===== config.mk =====
export PLATFORM = sky130hd
export DESIGN_NAME = filter_frame_ctrl_flat
export DESIGN_NICKNAME = d
export VERILOG_FILES = /design/src/rtl/filter_frame_ctrl_if.sv /design/src/rtl/filter_frame_ctrl.sv /design/src/flat_wrapper.sv
export SDC_FILE = /design/constraint.sdc
export NUM_CORES = 1
export LEC_CHECK = 0
export ABC_CLOCK_PERIOD_IN_PS = 6500
export CORE_MARGIN = 4
export CORE_UTILIZATION = 49
export DETAILED_ROUTE_END_ITERATION = 16
export HOLD_SLACK_MARGIN = 0.12
export PLACE_DENSITY = 0.89
export SYNTH_ARGS = -nofsm -noshare
export SYNTH_HDL_FRONTEND = slang
export SYNTH_SLANG_ARGS = --single-unit

===== constraint.sdc =====
create_clock -name clock -period 6.5 [get_ports clock]
set_clock_uncertainty 0.05 [all_clocks]
set_input_delay 0.975 -clock clock [delete_from_list [all_inputs] [get_ports clock]]
set_output_delay 0.975 -clock clock [all_outputs]
set_load 0.01 [all_outputs]

===== src/rtl/filter_frame_ctrl_if.sv =====
// Handshake bundle between filter_frame_ctrl and its header source, pixel
// reader, transform unit and pixel writer.
// master: the frame controller. slave: the surrounding ports.
interface filter_frame_ctrl_if #(
   parameter int ADDR_W = 17
);
   logic              hdr_valid;
   logic              hdr_ready;
   logic [31:0]       hdr_data;
   logic              rd_req;
   logic [ADDR_W-1:0] rd_addr;
   logic              rd_ack;
   logic [7:0]        rd_data;
   logic              xf_valid;
   logic              xf_ready;
   logic [7:0]        xf_pixel;
   logic [1:0]        xf_type;
   logic              res_valid;
   logic [15:0]       res_data;
   logic              wr_valid;
   logic              wr_ready;
   logic [ADDR_W-1:0] wr_addr;
   logic [7:0]        wr_data;
   logic              wr_eol;

   modport master (
      input  hdr_valid, hdr_data, rd_ack, rd_data, xf_ready, res_valid, res_data, wr_ready,
      output hdr_ready, rd_req, rd_addr, xf_valid, xf_pixel, xf_type, wr_valid, wr_addr,
             wr_data, wr_eol
   );

   modport slave (
      output hdr_valid, hdr_data, rd_ack, rd_data, xf_ready, res_valid, res_data, wr_ready,
      input  hdr_ready, rd_req, rd_addr, xf_valid, xf_pixel, xf_type, wr_valid, wr_addr,
             wr_data, wr_eol
   );
endinterface


===== src/rtl/filter_frame_ctrl.sv =====
// Frame sequencer for the intensity-equalisation filter path.
// Captures a 4-word PGM header, arms on readButton, then walks the frame
// row-major one pixel at a time: read -> transform -> saturate -> write.
// Optional macro FILTER_CTRL_SAT_EN: clamp results above 255 to 255
// (default build wraps to the low byte).
module filter_frame_ctrl #(
   parameter int WIDTH  = 320,
   parameter int HEIGHT = 320,
   parameter int ADDR_W = 17
) (
   input  logic                clock,
   input  logic                reset,
   input  logic                readButton,
   input  logic                applyFilterButton,
   input  logic [1:0]          filterType,
   filter_frame_ctrl_if.master bus,
   output logic                busy,
   output logic                done,
   output logic                error
);
   localparam int COL_W = (WIDTH  > 1) ? $clog2(WIDTH)  : 1;
   localparam int ROW_W = (HEIGHT > 1) ? $clog2(HEIGHT) : 1;
   localparam logic [COL_W-1:0] COL_LAST = COL_W'(WIDTH - 1);
   localparam logic [ROW_W-1:0] ROW_LAST = ROW_W'(HEIGHT - 1);

   typedef enum logic [3:0] {
      S_IDLE, S_HDR, S_ARMED, S_RD, S_XF, S_RES, S_WR, S_DONE, S_ERR
   } state_t;

   state_t            state, state_n;
   logic              rd_btn_q, ap_btn_q;
   logic              rd_edge, ap_edge;
   logic [1:0]        hdr_cnt;
   logic [31:0]       hdr_q [4];
   logic              hdr_acc, hdr_ok;
   logic [COL_W-1:0]  col;
   logic [ROW_W-1:0]  row;
   logic [ADDR_W-1:0] addr;
   logic [7:0]        pix_q, res_q, res_sat;
   logic [1:0]        type_q;
   logic              hdr_ready_q, rd_req_q, xf_valid_q, wr_valid_q, wr_eol_q;
   logic              last_pix;

   assign rd_edge  = readButton & ~rd_btn_q;
   assign ap_edge  = applyFilterButton & ~ap_btn_q;
   assign hdr_acc  = (state == S_HDR) && bus.hdr_valid && hdr_ready_q;
   // Word 3 (maxval) is checked straight off the bus as it is accepted.
   assign hdr_ok   = (hdr_q[1] == 32'(WIDTH)) && (hdr_q[2] == 32'(HEIGHT)) &&
                     (bus.hdr_data != 32'd0) && (bus.hdr_data <= 32'd255);
   assign last_pix = (row == ROW_LAST) && (col == COL_LAST);

   // Magic and maxval are kept for visibility only; nothing downstream reads them.
   logic unused_hdr;
   assign unused_hdr = ^{hdr_q[0], hdr_q[3]};

`ifdef FILTER_CTRL_SAT_EN
   assign res_sat = (bus.res_data > 16'd255) ? 8'hFF : bus.res_data[7:0];
`else
   assign res_sat = bus.res_data[7:0];
   logic unused_res;
   assign unused_res = ^bus.res_data[15:8];
`endif

   // State register.
   always_ff @(posedge clock or posedge reset) begin
      if (reset) state <= S_IDLE;
      else       state <= state_n;
   end

   // Next-state decode; unconsumed button edges simply fall through.
   always_comb begin
      state_n = state;
      case (state)
         S_IDLE:  if (rd_edge) state_n = S_HDR;
         S_HDR:   if (hdr_acc && hdr_cnt == 2'd3) state_n = hdr_ok ? S_ARMED : S_ERR;
         S_ARMED: if (ap_edge) state_n = S_RD;
         S_RD:    if (bus.rd_ack) state_n = S_XF;
         S_XF:    if (bus.xf_ready) state_n = S_RES;
         S_RES:   if (bus.res_valid) state_n = S_WR;
         S_WR:    if (bus.wr_ready) state_n = last_pix ? S_DONE : S_RD;
         S_DONE,
         S_ERR:   if (rd_edge) state_n = S_HDR;
         default: state_n = S_IDLE;
      endcase
   end

   // Datapath: button history, header capture, pixel counters and data latches.
   always_ff @(posedge clock or posedge reset) begin
      if (reset) begin
         rd_btn_q <= 1'b0;
         ap_btn_q <= 1'b0;
         hdr_cnt  <= '0;
         for (int i = 0; i < 4; i++) hdr_q[i] <= '0;
         col      <= '0;
         row      <= '0;
         addr     <= '0;
         pix_q    <= '0;
         res_q    <= '0;
         type_q   <= '0;
      end else begin
         rd_btn_q <= readButton;
         ap_btn_q <= applyFilterButton;
         if (state_n == S_HDR && state != S_HDR) begin
            hdr_cnt <= '0;
         end else if (hdr_acc) begin
            hdr_q[hdr_cnt] <= bus.hdr_data;
            hdr_cnt        <= hdr_cnt + 2'd1;
         end
         if (state == S_ARMED && ap_edge) begin
            type_q <= filterType;
            col    <= '0;
            row    <= '0;
            addr   <= '0;
         end
         if (state == S_RD && bus.rd_ack)     pix_q <= bus.rd_data;
         if (state == S_RES && bus.res_valid) res_q <= res_sat;
         // addr tracks row*WIDTH+col incrementally.
         if (state == S_WR && bus.wr_ready) begin
            addr <= addr + 1'b1;
            if (col == COL_LAST) begin
               col <= '0;
               row <= row + 1'b1;
            end else begin
               col <= col + 1'b1;
            end
         end
      end
   end

   // Registered control outputs, decoded from the state being entered.
   always_ff @(posedge clock or posedge reset) begin
      if (reset) begin
         hdr_ready_q <= 1'b0;
         rd_req_q    <= 1'b0;
         xf_valid_q  <= 1'b0;
         wr_valid_q  <= 1'b0;
         wr_eol_q    <= 1'b0;
         busy        <= 1'b0;
         done        <= 1'b0;
         error       <= 1'b0;
      end else begin
         hdr_ready_q <= (state_n == S_HDR);
         rd_req_q    <= (state_n == S_RD);
         xf_valid_q  <= (state_n == S_XF);
         wr_valid_q  <= (state_n == S_WR);
         wr_eol_q    <= (state_n == S_WR) && (col == COL_LAST);
         busy        <= (state_n == S_RD) || (state_n == S_XF) ||
                        (state_n == S_RES) || (state_n == S_WR);
         done        <= (state_n == S_DONE);
         error       <= (state_n == S_ERR);
      end
   end

   assign bus.hdr_ready = hdr_ready_q;
   assign bus.rd_req    = rd_req_q;
   assign bus.rd_addr   = addr;
   assign bus.xf_valid  = xf_valid_q;
   assign bus.xf_pixel  = pix_q;
   assign bus.xf_type   = type_q;
   assign bus.wr_valid  = wr_valid_q;
   assign bus.wr_addr   = addr;
   assign bus.wr_data   = res_q;
   assign bus.wr_eol    = wr_eol_q;
endmodule

===== src/flat_wrapper.sv =====
// flat-port wrapper written by rule: the top's interface ports become plain ports
module filter_frame_ctrl_flat 
#(
   parameter int WIDTH  = 320,
   parameter int HEIGHT = 320,
   parameter int ADDR_W = 17
)
  (clock, reset, readButton, applyFilterButton, filterType, busy, done, error, bus_hdr_valid, bus_hdr_data, bus_rd_ack, bus_rd_data, bus_xf_ready, bus_res_valid, bus_res_data, bus_wr_ready, bus_hdr_ready, bus_rd_req, bus_rd_addr, bus_xf_valid, bus_xf_pixel, bus_xf_type, bus_wr_valid, bus_wr_addr, bus_wr_data, bus_wr_eol);
  filter_frame_ctrl_if #(.ADDR_W(ADDR_W)) bus_i ();
  input  logic clock;
  input  logic reset;
  input  logic readButton;
  input  logic applyFilterButton;
  input  logic [1:0] filterType;
  output logic busy;
  output logic done;
  output logic error;
  input wire logic [$bits(bus_i.hdr_valid)-1:0] bus_hdr_valid;
  input wire logic [$bits(bus_i.hdr_data)-1:0] bus_hdr_data;
  input wire logic [$bits(bus_i.rd_ack)-1:0] bus_rd_ack;
  input wire logic [$bits(bus_i.rd_data)-1:0] bus_rd_data;
  input wire logic [$bits(bus_i.xf_ready)-1:0] bus_xf_ready;
  input wire logic [$bits(bus_i.res_valid)-1:0] bus_res_valid;
  input wire logic [$bits(bus_i.res_data)-1:0] bus_res_data;
  input wire logic [$bits(bus_i.wr_ready)-1:0] bus_wr_ready;
  output wire logic [$bits(bus_i.hdr_ready)-1:0] bus_hdr_ready;
  output wire logic [$bits(bus_i.rd_req)-1:0] bus_rd_req;
  output wire logic [$bits(bus_i.rd_addr)-1:0] bus_rd_addr;
  output wire logic [$bits(bus_i.xf_valid)-1:0] bus_xf_valid;
  output wire logic [$bits(bus_i.xf_pixel)-1:0] bus_xf_pixel;
  output wire logic [$bits(bus_i.xf_type)-1:0] bus_xf_type;
  output wire logic [$bits(bus_i.wr_valid)-1:0] bus_wr_valid;
  output wire logic [$bits(bus_i.wr_addr)-1:0] bus_wr_addr;
  output wire logic [$bits(bus_i.wr_data)-1:0] bus_wr_data;
  output wire logic [$bits(bus_i.wr_eol)-1:0] bus_wr_eol;
  assign bus_i.hdr_valid = bus_hdr_valid;
  assign bus_i.hdr_data = bus_hdr_data;
  assign bus_i.rd_ack = bus_rd_ack;
  assign bus_i.rd_data = bus_rd_data;
  assign bus_i.xf_ready = bus_xf_ready;
  assign bus_i.res_valid = bus_res_valid;
  assign bus_i.res_data = bus_res_data;
  assign bus_i.wr_ready = bus_wr_ready;
  assign bus_hdr_ready = bus_i.hdr_ready;
  assign bus_rd_req = bus_i.rd_req;
  assign bus_rd_addr = bus_i.rd_addr;
  assign bus_xf_valid = bus_i.xf_valid;
  assign bus_xf_pixel = bus_i.xf_pixel;
  assign bus_xf_type = bus_i.xf_type;
  assign bus_wr_valid = bus_i.wr_valid;
  assign bus_wr_addr = bus_i.wr_addr;
  assign bus_wr_data = bus_i.wr_data;
  assign bus_wr_eol = bus_i.wr_eol;
  filter_frame_ctrl #(.WIDTH(WIDTH), .HEIGHT(HEIGHT), .ADDR_W(ADDR_W)) u_core (.clock(clock), .reset(reset), .readButton(readButton), .applyFilterButton(applyFilterButton), .filterType(filterType), .bus(bus_i), .busy(busy), .done(done), .error(error));
endmodule

== Word-level counts from Yosys, hierarchy flattened ==
Index checks and enable logic that the tools add are counted.
Word-level totals
  register bits: 197
  bits of input ports: 67
  output and inout bits: 60
  word-level logic and storage cells: 102
Operators by class
  add/sub/neg operators: 4
  magnitude comparators: 3
  eq/ne operators: 21
  mux-type cells: 23
  bitwise operators: 6
  reduce and logical (&&, ||, !) cells: 23
Operator list (number)
  $bwmux W128: 1
  $demux W32 S2: 1
  $eq A32 B9 Y1 const B: 2
  $mux W9: 6
  $mux W17: 2
  $eq A4 B3 Y1 const B: 8
  $le A32 B8 Y1 const B: 1
  $mux W32: 1
  $mux W4: 8
  $reduce_bool A32 Y1: 1
  $pmux W4 S7: 1
  $add A9 B1 Y9 const B: 2
  $eq A9 B9 Y1 const B: 2
  $add A17 B1 Y17 const B: 1
  $logic_and A1 B1 Y1: 14
  $eq A4 B2 Y1 const B: 3
  $eq A4 B1 Y1 const B: 2
  $eq A4 B4 Y1 const B: 2
  $logic_not A4 Y1: 1
  $mux W2: 2
  $ne A4 B1 Y1 const B: 1
  $reduce_bool A2 Y1: 2
  $ge A3 B3 Y1 const B: 1
  $logic_or A1 B1 Y1: 3
  other kinds (9): 12

== Longest topological paths before layout ==
Gate-level depths: netlist of run 1.
  depth after elaboration: 11
  gate-level depth with buffers: 8
  depth with buffers taken out: 7

== Worst setup path before layout of run 1 ==
OpenSTA, ideal clock, no wires.
  path kind: input to register
  from: input port bus_hdr_data[4]
  to: register u_core.wr_eol_q (netlist: u_core.bus.wr_eol)
  setup time: 119 ps
  arrival: 2304 ps
  required time: 6331 ps
  path slack: 4027 ps
  stages on the path: 6
  buffers on the path: 0
  cells stage by stage: or4_1 -> o211ai_1 -> nor4_1 -> a31o_2 -> and3_4 -> and2_1
On the way
  cells in the longest elaborated chain, start to end: 8
  elaborated cells between the ends (all ways): 9
  those cells by class: order compare: 1; eq/ne: 1; mux: 3; reduce/logical: 4
RTL lines
  start: declaration: line flat_wrapper.sv:19  | input wire logic [$bits(bus_i.hdr_data)-1:0] bus_hdr_data;
  parallel branches: the longest is 2 deep, another holds $le A32 B8 Y1
  $logic_and A1 B1 Y1 (*): line filter_frame_ctrl.sv:49  | (bus.hdr_data != 32'd0) && (bus.hdr_data <= 32'd255);
  $mux W4 (*) (2 in a row): line filter_frame_ctrl.sv:75  | S_HDR: if (hdr_acc && hdr_cnt == 2'd3) state_n = hdr_ok ? S_ARMED : S_ERR;
  $pmux W4 S7 (*): line filter_frame_ctrl.sv:73  | case (state)
  via u_core.state_n[1]: line filter_frame_ctrl.sv:30  | state_t state, state_n;
  $eq A4 B3 Y1 (*): line filter_frame_ctrl.sv:146  | wr_eol_q <= (state_n == S_WR) && (col == COL_LAST);
  $logic_and A1 B1 Y1 (*): line filter_frame_ctrl.sv:146
  end signal: assignment: line filter_frame_ctrl.sv:146
  end: declaration: line filter_frame_ctrl.sv:41  | logic hdr_ready_q, rd_req_q, xf_valid_q, wr_valid_q, wr_eol_q;
Mark *: on every way through the listed nets, which the timed path passes.
A chain may end at the register's enable or synchronous reset.

== Final worst setup path of run 1 ==
  from: input port applyFilterButton
  to: register u_core.addr[8] (netlist: u_core.bus.rd_addr[8])
On the way
  cells in the longest elaborated chain, start to end: 3
RTL lines
  start: declaration: line flat_wrapper.sv:13  | input logic applyFilterButton;
  $and A1 B1 Y1: line filter_frame_ctrl.sv:45  | assign ap_edge = applyFilterButton & ~ap_btn_q;
  $logic_and A1 B1 Y1: line filter_frame_ctrl.sv:109  | if (state == S_ARMED && ap_edge) begin
  $reduce_bool A2 Y1 (no line)
  end signal: assignment: line filter_frame_ctrl.sv:119  | addr <= addr + 1'b1;
  end: declaration: line filter_frame_ctrl.sv:38  | logic [ADDR_W-1:0] addr;
No other way between the ends.

==> results of run 1 <==
cell families after synthesis:
logic type / after synthesis / synth area share
multiplexers: 87 / 0.1639
XOR/XNOR: 3 / 0.004425
buffers and inverters: 40 / 0.03939
flip-flops: 133 / 0.5604
AND/OR/NAND/NOR: 162 / 0.1513
adder cells (fa/ha/maj): 6 / 0.01264
AO/OA/AOI/OAI: 65 / 0.06804
synthesized netlist by cell type, types with 5 or more instances:
| cell type | count |
|---|---|
| nand4_1 | 13 |
| mux2i_1 | 5 |
| nor4_1 | 19 |
| inv_1 | 7 |
| clkbuf_1 | 5 |
| nand2_1 | 44 |
| buf_4 | 17 |
| nand3_1 | 21 |
| nor2_1 | 21 |
| dfrtp_1 | 133 |
| and3_1 | 8 |
| o21ai_0 | 38 |
| mux2_2 | 82 |
| ha_1 | 6 |
| a21oi_1 | 5 |
| buf_2 | 10 |
state kept, by name, summed over array words and instances, names as in the netlist, 2 cells and up:
name and flops:
u_core.state 4, u_core.bus.xf_pixel 8, u_core.hdr_q 64, u_core.col 9
u_core.bus.xf_type 2, u_core.bus.rd_addr 17, u_core.bus.wr_data 8, u_core.hdr_cnt 2
u_core.row 9
per-layer routing:
| layer | track usage | vias up | wire, um |
|---|---|---|---|
| met1 | 0.2334 | 2094 | 5266 |
| met5 | 0 | - | 0 |
| met4 | 0.08205 | 0 | 263 |
| met2 | 0.3362 | 135 | 6805 |
| li1 | - | 2013 | - |
| met3 | 0.04901 | 24 | 701 |
critical path, cell delays in order:
cell	delay, ps
clkdlybuf4s50_1	500
nand4b_1	620
and2_0	670
o21ai_0	270
o31ai_1	100
where the power goes:
group	switching (mW)	internal [mW]	total (mW)	leakage, nW
clock network	0.347	0.650	0.997	0.295
registers	0.128	1.04	1.17	1.72
logic	0.180	0.272	0.451	1.33
total	0.655	1.96	2.62	3.34
final timing paths:
kind | from | to | slack (ps)
min in group asynchronous | reset | u_core.bus.xf_type[1]$_DFFE_PP0P_ | 930
max in group asynchronous | reset | u_core.hdr_q[64]$_DFFE_PP0P_ | 4000
min reg2reg | u_core.hdr_q[40]$_DFFE_PP0P_ | u_core.hdr_q[40]$_DFFE_PP0P_ | 450
max | applyFilterButton | u_core.bus.rd_addr[8]$_DFFE_PP0P_ | 3580
max reg2reg | u_core.state[1]$_DFF_PP0_ | u_core.bus.rd_addr[8]$_DFFE_PP0P_ | 3750
min | u_core.hdr_q[40]$_DFFE_PP0P_ | u_core.hdr_q[40]$_DFFE_PP0P_ | 450
cell type report:
cell class / instances / area share
Inverter: 7 / 0.003719
Multi-Input combinational cell: 323 / 0.3072
Timing Repair Buffer: 121 / 0.1555
Tap cell: 143 / 0.02312
Clock buffer: 19 / 0.05724
Clock inverter: 12 / 0.02312
Sequential cell: 133 / 0.4301
stage by stage:
step | power [mW] | hold WS (ps)
after floorplan | 1.478 | 413.7
after global placement | 1.578 | 431.5
after detailed placement | 1.633 | 440.7
after CTS | 2.639 | 453.0
after global routing | 2.742 | 458.4
final | 2.618 | 448.1
==> impl_metrics.tcl, run 1 <==
set metrics [dict create \
    startpoint_type "input port" \
    cts.sinks 133 \
    remaining_drc_errors 0 \
    drt-wirelength-per-cell_um 17.20 \
    start_util 0.5093 \
    place_congestion 0.8773 \
    power_density_mw_per_mm2 338.3 \
    crit_required_ps 6720 \
    dieArea_sq_mm 0.01395 \
    synth-edff-count 0 \
    die_y_um 118.1 \
    status "complete, no violations" \
    fill_cells 844 \
    clockBufferDepth 2 \
    antenna_found_initial 0 \
    nets 676 \
    pre_cts_ws_ps 3125 \
    clk_latency_ps 410 \
    utilization 0.6636 \
    ys.flop_type "dfrtp_1" \
    setup_viol 0 \
    synth_top_area_share 0.5604 \
    die_w_um 118.1 \
    cp_data_arrival_time_ps 3140 \
    port_buffers 118 \
    final_common_cell "dfrtp_1" \
    placedCellCount 727 \
    cts_buffers 17 \
    clockRootBuffer "clkbuf_16" \
    tightest_slew_ps 1054 \
    crit_path_max_fanout 17 \
    worst_slack_ps 3578 \
    ir_drop_mv 0.2918 \
    finalHoldViolCount 0 \
    viasPerCell 5.628 \
    antennaDiodeCount 0 \
    hpwl_mm 9.355 \
    hold_class "flop to flop" \
    ys_seq_area_frac 0.5604 \
    fin_crit_sh 0.4495 \
    cts_tree "yes" \
    r2r_cells 5 \
    ys_ff_latch 133 \
    slew_headroom 0.2975 \
    seq_area_sq_mm 0.003328 \
    fin_cells 758 \
    grt_usage 0.1955 \
    drt-initial-drc-count 320 \
    syn-cell-area_sq_mm 0.005939 \
    max_cap_violations 0 \
    cts_resized 0 \
    synth.avg_cell_area_sq_um 11.97 \
    synth_area_leaders "dfrtp_1, mux2_2, o21ai_0" \
    drt_wl_total_mm 13.04 \
    syn_nets 569 \
    cts_setup_buffers 0 \
    synthArstFlopShare 1.000 \
    io_pins 127 \
    ant_nets 0 \
    rows 39 \
    cts_hold_buffers 0 \
    coreArea_sq_mm 0.01166 \
    yosys.area.top_type "dfrtp_1" \
    grt_pass1_wl_mm 21.96 \
    drt_pass1_iterations 4 \
    synthCells 496 \
    fin_area_sq_mm 0.007739 \
    via_count 4266 \
    grt_max_degree 88 \
    multi_input_area_sq_mm 0.002377 \
    path_clk_slew_ps 60 \
    postPlaceCellArea_sq_mm 0.007117 \
    slew_viol_final 0 \
    htreeDepth 4 \
    overflow 0 \
    p_leak_nw 3.340 \
    min_period_ps 2922 \
    worstSetupPathType "input port to flop" \
    final_cell_mix "dfrtp_1, clkdlybuf4s50_1, mux2_2" \
    fmax_ghz 0.3423 \
    ys_types 48 \
    yosys_warnings 0 \
    area_delta_synth_final_pct 30.29 \
    worst_hold_path.num_cells 1 \
    tns_ps 0 \
    grt_pass1_vias 4434 \
    layout-drive-gt1-share 0.2049 \
    cp-end-kind "flop" \
    rsz0062_at_grt "false" \
]
No activity file was read; power rests on OpenSTA's default activity.
==> inputs of run 2 (changes only) <==
--- a/config.mk
+++ b/config.mk
@@ -5,12 +5,12 @@
 export SDC_FILE = /design/constraint.sdc
 export NUM_CORES = 1
 export LEC_CHECK = 0
-export ABC_CLOCK_PERIOD_IN_PS = 6500
+export ABC_CLOCK_PERIOD_IN_PS = 2550
 export CORE_MARGIN = 4
-export CORE_UTILIZATION = 49
+export CORE_UTILIZATION = 46
 export DETAILED_ROUTE_END_ITERATION = 16
 export HOLD_SLACK_MARGIN = 0.12
-export PLACE_DENSITY = 0.89
+export PLACE_DENSITY = 0.88
 export SYNTH_ARGS = -nofsm -noshare
 export SYNTH_HDL_FRONTEND = slang
 export SYNTH_SLANG_ARGS = --single-unit
==> constraint.sdc (replaced) <==
create_clock -name clock -period 2.55 [get_ports clock]
set_clock_uncertainty 0.05 [all_clocks]
set_input_delay 0.3825 -clock clock [delete_from_list [all_inputs] [get_ports clock]]
set_output_delay 0.3825 -clock clock [all_outputs]
set_load 0.01 [all_outputs]
==> run 2 against run 1 <==
Effect of this change: final cell count is 5.8% higher; sequential share of layout area fell by 1.0 points; combinational power grew to 2.6 times the previous value; routed wire length is 0.48% lower; total power increased to 2.5 times the previous value.
==> impl_metrics.tcl, run 2 (synthesized netlist as in run 1, its figures left out) <==
set metrics [dict create \
    status "complete, no violations" \
    grt_max_degree 75 \
    port_buffers 118 \
    drt-wirelength-per-cell_um 16.18 \
    place_congestion 0.8385 \
    cp-end-kind "flop" \
    postPlaceCellArea_sq_mm 0.007310 \
    fin_cells 802 \
    antenna_found_initial 0 \
    tns_ps 0 \
    area_delta_synth_final_pct 33.52 \
    worst_slack_ps 275.0 \
    pre_cts_ws_ps -51.91 \
    largest_reg_flops 64 \
    power_density_mw_per_mm2 839.9 \
    path_clk_slew_ps 60 \
    crit_path_max_fanout 16 \
    cts_resized 0 \
    crit_required_ps 2790 \
    placedCellCount 770 \
    rows 41 \
    slew_headroom 0.5420 \
    grt_pass1_vias 4460 \
    clk_latency_ps 420 \
    max_cap_violations 0 \
    startpoint_type "flop" \
    overflow 0 \
    hpwl_mm 9.332 \
    antennaDiodeCount 0 \
    drt_wl_total_mm 12.98 \
    remaining_drc_errors 0 \
    clockRootBuffer "clkbuf_16" \
    clockBufferDepth 2 \
    nets 690 \
    cts_setup_buffers 0 \
    ir_drop_mv 0.5513 \
    slew_viol_final 0 \
    grt_pass1_wl_mm 21.61 \
    p_leak_nw 3.429 \
    largest_register "u_core.hdr_q" \
    via_count 4361 \
    cts.sinks 133 \
    fin_area_sq_mm 0.007930 \
    tightest_slew_ps 686.6 \
    cp_slowest_cell "dfrtp_1" \
    path_common_cell "o21ai_0" \
    power_mw 6.660 \
    dieArea_sq_mm 0.01479 \
    cts_tree "yes" \
    start_util 0.4707 \
    grt_usage 0.1843 \
    final_cell_mix "dfrtp_1, clkdlybuf4s50_1, mux2_2" \
    hold_class "input port to asynchronous set/reset pin" \
    cts_buffers 17 \
    crit_chain "nor2b_1 > nand4b_1 > buf_4 > and2_0 > o21ai_0 > o21ai_0" \
    htreeDepth 4 \
    finalHoldViolCount 0 \
    viasPerCell 5.438 \
    cts_hold_buffers 0 \
    setup_viol 0 \
    fmax_ghz 0.4396 \
    final_common_cell "dfrtp_1" \
    ant_nets 0 \
    worstSetupPathType "flop to flop" \
    coreArea_sq_mm 0.01262 \
    min_period_ps 2275 \
    rsz0062_at_grt "false" \
    io_pins 127 \
    fin_crit_sh 0.8922 \
    cp_data_arrival_time_ps 2510 \
    critical_path.max_stage_delay_ps 530 \
    hold_ws_ps 392.6 \
    drt_pass1_iterations 5 \
    utilization 0.6284 \
    layout-drive-gt1-share 0.2238 \
    drt-initial-drc-count 285 \
    die_y_um 121.6 \
    die_w_um 121.6 \
]
[run 2: worst max-delay path: cells and delay by family (launching register included)]
| family | cells | cell delay (ps) |
|---|---|---|
| AOI/OAI and AO/OA | 2 | 380 |
| DFF | 1 | 530 |
| and+or+nand+nor | 3 | 930 |
| buffers and inverters | 1 | 270 |
[run 2: path summary, 6_finish.rpt]
path	cells after the start	end	slack [ps]	start
max reg2reg	6	u_core.bus.rd_addr[4]$_DFFE_PP0P_	280	u_core.state[2]$_DFF_PP0_
min	3	u_core.bus.rd_addr[13]$_DFFE_PP0P_	390	reset
max	6	u_core.bus.rd_addr[4]$_DFFE_PP0P_	280	u_core.state[2]$_DFF_PP0_
min reg2reg	1	u_core.bus.xf_pixel[2]$_DFFE_PP0P_	450	u_core.bus.xf_pixel[2]$_DFFE_PP0P_
min in group clock	1	u_core.rd_btn_q$_DFF_PP0_	400	readButton
max in group asynchronous	3	u_core.bus.xf_pixel[2]$_DFFE_PP0P_	1710	reset
[run 2: power breakdown]
| part | switching [mW] | internal, mW | leakage (nW) | total (mW) |
|---|---|---|---|---|
| Combinational | 0.445 | 0.713 | 1.41 | 1.16 |
| Sequential | 0.330 | 2.66 | 1.72 | 2.99 |
| Clock | 0.899 | 1.62 | 0.299 | 2.52 |
| Total | 1.67 | 4.99 | 3.43 | 6.66 |
[run 2: cell type report]
cell class / instances / area, sq um
well taps: 172 / 215.2
clock buffers: 21 / 470.5
inverters: 7 / 30.03
fillers: 993 / 4690
flip-flops and latches: 133 / 3328
clock inverters: 11 / 150.1
repair buffers: 135 / 1359
multi-input cells: 323 / 2377
[run 2: per-layer routing]
metal / vias up / GRT usage / share of wire
met5: - / 0 / 0
met4: 0 / 0.06863 / 0.015
met3: 19 / 0.05803 / 0.060
met2: 138 / 0.3026 / 0.51
met1: 2174 / 0.2297 / 0.41
li1: 2030 / - / -
